## src/rtl/uart_pkg.sv

```systemverilog
// Shared types and helpers for the buffered UART transmitter.
package uart_pkg;

  typedef enum logic [2:0] {
    IDLE,
    START,
    DATA,
    PARITY,
    STOP
  } state_t;

  localparam logic PARITY_EVEN = 1'b0;
  localparam logic PARITY_ODD  = 1'b1;

  // Widest supported frame payload; narrower words are zero-extended,
  // which leaves the XOR reduction unchanged.
  localparam int MAX_WIDTH = 9;

  function automatic logic parity_bit(input logic [MAX_WIDTH-1:0] data,
                                      input logic                 ptype);
    return (ptype == PARITY_ODD) ? ~(^data) : ^data;
  endfunction

endpackage

```

## src/rtl/uart_sync_fifo.sv

```systemverilog
// Single-clock FIFO with occupancy count; the head word is read
// directly from the storage flops so it is valid whenever !empty.
module uart_sync_fifo #(
  parameter int WIDTH = 8,
  parameter int DEPTH = 4
) (
  input  logic                     clk,
  input  logic                     reset,
  input  logic                     push,
  input  logic [WIDTH-1:0]         wr_data,
  input  logic                     pop,
  output logic [WIDTH-1:0]         rd_data,
  output logic                     full,
  output logic                     empty,
  output logic [$clog2(DEPTH):0]   count
);

  localparam int AW = $clog2(DEPTH);

  logic [WIDTH-1:0] mem [DEPTH];
  logic [AW-1:0]    wr_ptr;
  logic [AW-1:0]    rd_ptr;
  logic [AW:0]      count_q;
  logic             push_ok;
  logic             pop_ok;

  assign full    = (count_q == (AW+1)'(DEPTH));
  assign empty   = (count_q == '0);
  assign count   = count_q;
  assign rd_data = mem[rd_ptr];
  assign push_ok = push && !full;
  assign pop_ok  = pop && !empty;

  // Storage write; contents need no reset since count gates visibility.
  always_ff @(posedge clk) begin
    if (push_ok) begin
      mem[wr_ptr] <= wr_data;
    end
  end

  // Pointer and occupancy update; simultaneous push and pop cancel out.
  always_ff @(posedge clk) begin
    if (reset) begin
      wr_ptr  <= '0;
      rd_ptr  <= '0;
      count_q <= '0;
    end else begin
      if (push_ok) wr_ptr <= wr_ptr + AW'(1);
      if (pop_ok)  rd_ptr <= rd_ptr + AW'(1);
      case ({push_ok, pop_ok})
        2'b10:   count_q <= count_q + (AW+1)'(1);
        2'b01:   count_q <= count_q - (AW+1)'(1);
        default: count_q <= count_q;
      endcase
    end
  end

endmodule

```

## src/rtl/uart_tx_buffered.sv

```systemverilog
// Buffered UART transmitter: FIFO front end, internal baud timing,
// runtime parity and stop-bit selection latched per frame.
//
// state  | meaning
// IDLE   | line high, waiting for a buffered word
// START  | start bit (low)
// DATA   | WIDTH data bits, LSB first
// PARITY | optional parity bit
// STOP   | one or two stop bits (high); may chain straight into START
module uart_tx_buffered
  import uart_pkg::*;
#(
  parameter int WIDTH     = 8,
  parameter int DEPTH     = 4,
  parameter int DIV_WIDTH = 16
) (
  input  logic                   CLK,
  input  logic                   Reset,
  input  logic [DIV_WIDTH-1:0]   Baud_div,
  input  logic                   Parity_EN,
  input  logic                   Parity_type,
  input  logic                   Stop_two,
  input  logic                   In_valid,
  input  logic [WIDTH-1:0]       In_data,
  output logic                   In_ready,
  output logic                   Tx_out,
  output logic                   Busy,
  output logic [$clog2(DEPTH):0] Fifo_count,
  output logic                   Frame_done
);

  localparam int BIT_W = (WIDTH > 1) ? $clog2(WIDTH) : 1;

  state_t                 state_q, state_d;
  logic [WIDTH-1:0]       shreg_q, shreg_d;
  logic                   par_bit_q, par_bit_d;
  logic                   par_en_q, par_en_d;
  logic                   stop_two_q, stop_two_d;
  logic [DIV_WIDTH-1:0]   div_q, div_d;
  logic [DIV_WIDTH-1:0]   cnt_q, cnt_d;
  logic [BIT_W-1:0]       bit_q, bit_d;
  logic                   stop_idx_q, stop_idx_d;
  logic                   tx_q, tx_d;

  logic                   fifo_pop;
  logic                   fifo_full;
  logic                   fifo_empty;
  logic [WIDTH-1:0]       fifo_rd_data;
  logic [DIV_WIDTH-1:0]   eff_div;
  logic                   bit_end;
  logic                   load;

  uart_sync_fifo #(.WIDTH(WIDTH), .DEPTH(DEPTH)) u_fifo (
    .clk     (CLK),
    .reset   (Reset),
    .push    (In_valid),
    .wr_data (In_data),
    .pop     (fifo_pop),
    .rd_data (fifo_rd_data),
    .full    (fifo_full),
    .empty   (fifo_empty),
    .count   (Fifo_count)
  );

  assign eff_div  = (Baud_div == '0) ? DIV_WIDTH'(1) : Baud_div;
  assign bit_end  = (cnt_q == '0);
  assign In_ready = !fifo_full;
  assign Tx_out   = tx_q;
  assign Busy     = (state_q != IDLE);

  // Next-state, bit timing and frame loading; a pop latches the config.
  always_comb begin
    state_d    = state_q;
    shreg_d    = shreg_q;
    par_bit_d  = par_bit_q;
    par_en_d   = par_en_q;
    stop_two_d = stop_two_q;
    div_d      = div_q;
    cnt_d      = bit_end ? (div_q - DIV_WIDTH'(1)) : (cnt_q - DIV_WIDTH'(1));
    bit_d      = bit_q;
    stop_idx_d = stop_idx_q;
    tx_d       = tx_q;
    fifo_pop   = 1'b0;
    load       = 1'b0;
    Frame_done = 1'b0;

    case (state_q)
      IDLE: begin
        tx_d  = 1'b1;
        cnt_d = cnt_q;
        load  = !fifo_empty;
      end
      START: begin
        if (bit_end) begin
          state_d = DATA;
          tx_d    = shreg_q[0];
          shreg_d = shreg_q >> 1;
          bit_d   = '0;
        end
      end
      DATA: begin
        if (bit_end) begin
          if (bit_q == BIT_W'(WIDTH - 1)) begin
            if (par_en_q) begin
              state_d = PARITY;
              tx_d    = par_bit_q;
            end else begin
              state_d    = STOP;
              tx_d       = 1'b1;
              stop_idx_d = 1'b0;
            end
          end else begin
            tx_d    = shreg_q[0];
            shreg_d = shreg_q >> 1;
            bit_d   = bit_q + BIT_W'(1);
          end
        end
      end
      PARITY: begin
        if (bit_end) begin
          state_d    = STOP;
          tx_d       = 1'b1;
          stop_idx_d = 1'b0;
        end
      end
      STOP: begin
        if (bit_end) begin
          if (stop_two_q && !stop_idx_q) begin
            stop_idx_d = 1'b1;
          end else begin
            Frame_done = 1'b1;
            state_d    = IDLE;
            tx_d       = 1'b1;
            load       = !fifo_empty;
          end
        end
      end
      default: begin
        state_d = IDLE;
        tx_d    = 1'b1;
      end
    endcase

    if (load) begin
      fifo_pop   = 1'b1;
      state_d    = START;
      tx_d       = 1'b0;
      shreg_d    = fifo_rd_data;
      par_bit_d  = parity_bit(MAX_WIDTH'(fifo_rd_data), Parity_type);
      par_en_d   = Parity_EN;
      stop_two_d = Stop_two;
      div_d      = eff_div;
      cnt_d      = eff_div - DIV_WIDTH'(1);
    end
  end

  // State register; reset aborts any frame and forces the line high.
  always_ff @(posedge CLK) begin
    if (Reset) begin
      state_q    <= IDLE;
      shreg_q    <= '0;
      par_bit_q  <= 1'b0;
      par_en_q   <= 1'b0;
      stop_two_q <= 1'b0;
      div_q      <= DIV_WIDTH'(1);
      cnt_q      <= '0;
      bit_q      <= '0;
      stop_idx_q <= 1'b0;
      tx_q       <= 1'b1;
    end else begin
      state_q    <= state_d;
      shreg_q    <= shreg_d;
      par_bit_q  <= par_bit_d;
      par_en_q   <= par_en_d;
      stop_two_q <= stop_two_d;
      div_q      <= div_d;
      cnt_q      <= cnt_d;
      bit_q      <= bit_d;
      stop_idx_q <= stop_idx_d;
      tx_q       <= tx_d;
    end
  end

endmodule

```

## config.mk

```make
export PLATFORM = sky130hd
export DESIGN_NAME = uart_tx_buffered
export DESIGN_NICKNAME = d
export VERILOG_FILES = /design/src/rtl/uart_pkg.sv /design/src/rtl/uart_sync_fifo.sv /design/src/rtl/uart_tx_buffered.sv
export SDC_FILE = /design/constraint.sdc
export NUM_CORES = 1
export LEC_CHECK = 0
export CAP_MARGIN = 20
export CORE_MARGIN = 2
export CORE_UTILIZATION = 25
export CTS_CLUSTER_DIAMETER = 40
export DETAILED_ROUTE_END_ITERATION = 10
export GPL_TIMING_DRIVEN = 0
export PLACE_DENSITY = 0.41
export SYNTH_ARGS = -nofsm -noshare
export SYNTH_HDL_FRONTEND = slang
export SYNTH_SLANG_ARGS = --single-unit
```

## constraint.sdc

```tcl
create_clock -name CLK -period 4.8 [get_ports CLK]
set_input_delay 1.2 -clock CLK [delete_from_list [all_inputs] [get_ports CLK]]
set_output_delay 1.2 -clock CLK [all_outputs]
set_load 0.01 [all_outputs]
```

# Word level (Yosys, flattened, before mapping)
# Memory sizes are Yosys's and may differ from the RTL's. A register that Yosys moved wholly into a read port is not among the register bits.
# Cells that the tools add are included.
# word_totals
input_bits,30
mem_bits_rw,32
mem_count,1
ff_bits,58
# classes
bitwise_logic,2
n_addsub,8
reduce_logical,23
mux,51
eq_ne,25
# memory_table
memory,words,word_bits,rd,rd_ports_with_merged_regs,wr,line,source
u_fifo.mem,4,8,1,1,1,uart_sync_fifo.sv:20,logic [WIDTH-1:0] mem [DEPTH];
# ops
op,count
two-way mux 16 bit,4
"subtractor 16 x 1 -> 16 bit, second input constant",3
zero test 16 bit,2
two-way mux 8 bit,4
two-way mux 3 bit,10
two-way mux 1 bit,24
"!= test 3 bit, second input constant",7
AND reduction 7 bit,3
"!= test 2 bit, second input constant",10
case mux 8 bit (2 select lines),1
case mux 3 bit (5 select lines),1
case mux 3 bit (2 select lines),2
"equality test 3 bit, second input constant",3
nonzero test 3 bit,3
parity 9 bit,1
AND reduction 4 bit,2
"adder 3 x 1 -> 3 bit, second input constant",2
"equality test 3 x 2 -> 1 bit, second input constant",2
zero test 3 bit,2
AND reduction 5 bit,1
"adder 2 x 1 -> 2 bit, second input constant",2
two-way mux 2 bit,2
case mux 1 bit (4 select lines),1
nonzero test 2 bit,2
other kinds (10),15

# Logic depth before layout (Yosys ltp)
# logic_depth
ltp_word,9
ltp_mapped,15

# Hierarchy
# Synthesis repeated with hierarchy kept, for this count alone.
# unflattened
hier_cells,499
hier_area_um2,4727.0
# modules_own_cells
mod,cells_per_inst,n_inst,seq_area_each_um2,area_per_inst_um2
uart_tx_buffered,403,1,1021.0,3091.7
uart_sync_fifo,96,1,1141.1,1635.3

# Worst setup path before layout
# No wires, ideal clock.
# synth_timing
path_type,register to register
start,register state_q[1]
end,register cnt_q[12]
path_stages_with_launch,15
n_path_buf,2
required_ps,4709
arrival_time_ps,3282
slack_ps,1427
cell_sequence,dfxtp_1 nor3_2 inv_2 nor2_4 a21oi_4 inv_2 clkbuf_1 clkbuf_1 o21a_1 ha_1 inv_1 a31oi_4 nand4_2 or4_1 a311oi_1
# synth_between
elab_chain_cells,3
# synth_lines
item,line,source
start: declaration,uart_tx_buffered.sv:34,"state_t state_q, state_d;"
start signal: assignment,uart_tx_buffered.sv:171,state_q <= state_d;
equality test 3 bit or zero test 3 bit (tied branches),uart_tx_buffered.sv:87,case (state_q)
case mux 1 bit (2 select lines),uart_tx_buffered.sv:87,
!= test 2 bit (no source line) or two-way mux 16 bit (tied branches),--,
end signal: assignment,uart_tx_buffered.sv:177,cnt_q <= cnt_d;
end: declaration,uart_tx_buffered.sv:40,"logic [DIV_WIDTH-1:0] cnt_q, cnt_d;"
# Several ways; a longest one is shown, not always the timed one.
# A chain may end at the register's enable or synchronous reset.

# Worst setup path after layout
# Ends and elaborated chain as after synthesis.

==> results.txt <==
----------------------------------------------------
[Yosys]
  Avg Cell Area, Syn ... 9.78 um^2
  Fraction of the yosys area taken by sequential cells ... 46.9%
  Number of distinct library cell variants in the gate-level netlist after synthesis ... 63
  Leading register cell type out of synthesis ... dfxtp_1
  Total standard cell area after synthesis ... 4610 um^2
  Post-Syn Nets ... 510
  Async S/R FF share, synth ... 0%
  Total of flip-flops plus latches after synthesis ... 92
  Syn Inst Count ... 471
  Total number of yosys warnings ... 0
  Number of enable flip-flop cells after synthesis ... 32

[Global routing]
  Vias in the first global route ... 3786
  Wire length of the first global-routing pass ... 21.5 mm
  Pin count of the biggest net entering global routing ... 20
  Initial antenna violation count ... 0
  Global-route congestion overflow total ... 0
  Aggregate global-route resource usage ... 14.2%

[Drt]
  Total wirelength of the detailed-routed design ... 13.5 mm
  DRT iter0 DRCs ... 266
  Via density ... 5.00
  Average detailed-routed wire length per instance ... 18.0 um
  Antenna-violating nets left ... 0
  Total number of vias ... 3750
  Remaining routing DRC violations ... 0
  First-pass iteration count of the detailed router ... 4

[Hold path]
  End point of the worst hold path ... div_q[6]
  Hold Path Cell Cnt ... 2
  Hold WC Path Type ... reg2reg
  Startpoint of the lowest-slack hold path ... div_q[6]

[STA]
  Fin crit share ... 89.8%
  Total setup violations reported at the end of the flow ... 0
  Fin Setup TNS ... 0 ns
  Peak Freq ... 0.232 GHz
  Max-slew headroom at the worst pin ... 51.2%
  Final Slew Violations ... 0
  Unrepaired setup endpoints after global routing ... no
  Number of hold violations in the final report ... 0
  Worst Max-Slew Pin Slew ... 0.731 ns
  Clock skew after layout ... 0.00886 ns
  Shortest clock period the worst path allows after layout ... 4.31 ns

[Worst setup path]
  Start of the worst register-to-register path ... state_q[1]
  Setup Crit Path Kind ... reg2reg
  R2R depth ... 14
  Type of destination of the critical path ... flop
  Crit. Startpoint ... state_q[1]
  Most numerous cell on the critical path ... inv_2
  Required time at the worst-slack endpoint ... 5.07 ns
  Crit start category ... flop
  Peak fanout along the critical path ... 10
  Data arrival time of the worst path ... 4.58 ns
  Critical R2R Capture ... cnt_q[12]
  CP peak stage delay ... 0.56 ns
  List of cells traversed by the critical path ... nor3_2, inv_2, nor2_4, a21oi_4, inv_2, clkbuf_1, clkbuf_2, o21a_1, ha_1, inv_1, a31oi_4, nand4_2, or4_1, a311oi_1
  Internal reg-to-reg setup slack ... 0.49 ns
  Worst-path cell with the longest stage delay ... or4_1

[Clock network]
  Clock tree root driver cell ... clkbuf_16
  TritonCTS Buffers ... 9
  Clock Pin Slew Worst Setup and Hold Paths ... 0.07 ns
  Clock sink count ... 92
  Number of buffers inserted to repair setup after CTS ... 0
  CTS H-Tree Depth ... 3
  CTS tree ... done
  Clock latency of the later-clocked register in the worst-skew pair ... 0.36 ns
  Clock tree buffer depth ... 2

[Pwr]
  Maximum vdd ir drop ... 0.000214 V
  Power consumption ... 3.55 mW
  PD cells ... 642 nW/um^2
  Lkg Pwr ... 1.87 nW

[Layout]
  Most common cell after layout, fill and taps aside ... dfxtp_1
  N_diodes ... 0
  Net count reported at finish ... 555
  Most frequent cells in the layout ... dfxtp_1 (60), nand2_1 (58), nor2_1 (46)
  Footprint of the multi-input gates ... 2270 um^2
  Layout filler cell count ... 1924
  Fraction of layout instances using a drive strength above 1 ... 8.64%
  Sequential cell area ... 2160 um^2
  Relative area change from synthesis to final layout ... 20.1%

[Place]
  DP Wirelength ... 9.59 mm
  Number of port buffers ... 35
  Final weighted congestion in routability-driven placement ... 0.766

[Run status]
  Outcome ... complete, no violations

[Run]
  Number of max-cap violations ... 0

[Die]
  Core outline area ... 18000 um^2
  Number of placement rows ... 49
  Floorplan die width ... 140 um
  Ports ... 37
  Die Height ... 140 um
  Starting density of the core ... 25.6%
  DIE AREA ... 19500 um^2

----------------------------------------------------
[power breakdown]
part | internal (mW) | switching, mW
Clock | 0.366 | 0.350
Sequential | 1.00 | 0.149
Combinational | 0.650 | 1.03
[flip-flops by register name, summed over array words and instances (netlist names), 2 cells and up, named ones only]
signal,flops
cnt_q,16
div_q,16
u_fifo.wr_ptr,2
bit_q,3
u_fifo.count,3
state_q,3
shreg_q,8
u_fifo.mem,32
u_fifo.rd_ptr,2
[worst max-delay path, delay by kind of cell (launching register included)]
kind            cells  cell delay [ns]
simple gates        4             1.59
buf+inv             5             1.27
fa+ha+maj           1             0.17
flops               1             0.38
compound gates      4             0.81
[per-stage QoR]
| step | std cells | hold WS (ns) | setup WS (ns) | area [um^2] | util (%) |
|---|---|---|---|---|---|
| finish | 750 | 0.459 | 0.489 | 5530 | 30.7 |
| global route | 750 | 0.477 | 0.148 | 5530 | 30.7 |
| CTS | 750 | 0.458 | 0.210 | 5530 | 30.7 |
| detailed placement | 735 | 0.448 | 0.241 | 5240 | 29.1 |
| global placement | 735 | 0.440 | 0.190 | 5240 | 29.1 |
| floorplan | 471 | 0.431 | 1.43 | 4610 | - |
[kinds of logic after synthesis]
| logic type | after synthesis | share of synthesized area [%] |
|---|---|---|
| simple gates | 179 | 19.7 |
| mux | 12 | 4.78 |
| buf+inv | 42 | 3.83 |
| xor+xnor | 17 | 3.23 |
| flops | 92 | 46.9 |
| fa+ha+maj | 9 | 2.61 |
| compound gates | 120 | 18.9 |
[cell usage after synthesis, types with 3 or more instances]
library cell	number	area, um^2
dfxtp_1	60	1200
and3_1	5	31.3
mux2i_1	4	40.0
nor2_1	46	173
o21a_1	4	30.0
o31ai_1	4	30.0
or4_1	4	30.0
a211oi_1	9	67.6
mux4_2	8	180
or3_1	11	68.8
edfxtp_1	32	961
nor4_2	3	37.5
xnor2_1	13	114
xor2_1	4	35.0
ha_1	8	100
o211ai_1	4	30.0
o31a_1	3	26.3
a311oi_1	15	131
a31oi_1	5	31.3
a21oi_1	41	205
nand2_1	58	218
o21ai_0	16	80.1
nand4_1	6	37.5
inv_1	13	48.8
clkbuf_1	22	82.6
nor3_1	4	20.0
a21o_1	3	22.5
nor4_1	7	43.8
nand3_1	16	80.1
[repair_timing]
item	CTS	global route
cloned	0	0
hold buffers	0	0
resized for setup	0	2
endpoints found under the setup margin	1	1
pin swaps	0	0
[layout make-up]
| type | instances | share of cell area, % |
|---|---|---|
| flip-flops and latches | 92 | 39.1 |
| repair buffers | 35 | 6.33 |
| inverters | 15 | 1.02 |
| plain buffers | 26 | 2.13 |
| well taps | 229 | 5.18 |
| multi-input cells | 337 | 41.0 |
| clock buffers | 9 | 4.07 |
| clock inverters | 7 | 1.22 |
[layer usage]
layer	global-route usage, %	up-vias	routed length (um)
met5	0	-	0
met2	23.1	77	6380
met3	3.23	21	543
li1	-	1838	-
met1	18.6	1814	6270
met4	4.79	0	313
[how the worst max path moves through the flow]
stage	endpoint	slack, ns	cells past startpoint
2_1_floorplan	cnt_q[12]	1.43	14
3_3_place_gp	cnt_q[12]	0.19	14
3_5_place_dp	cnt_q[12]	0.24	14
4_1_cts	cnt_q[12]	0.21	14
5_1_grt	cnt_q[12]	0.15	14
6_report	cnt_q[12]	0.49	14
Note: power is estimated with default switching activity, not from simulation.
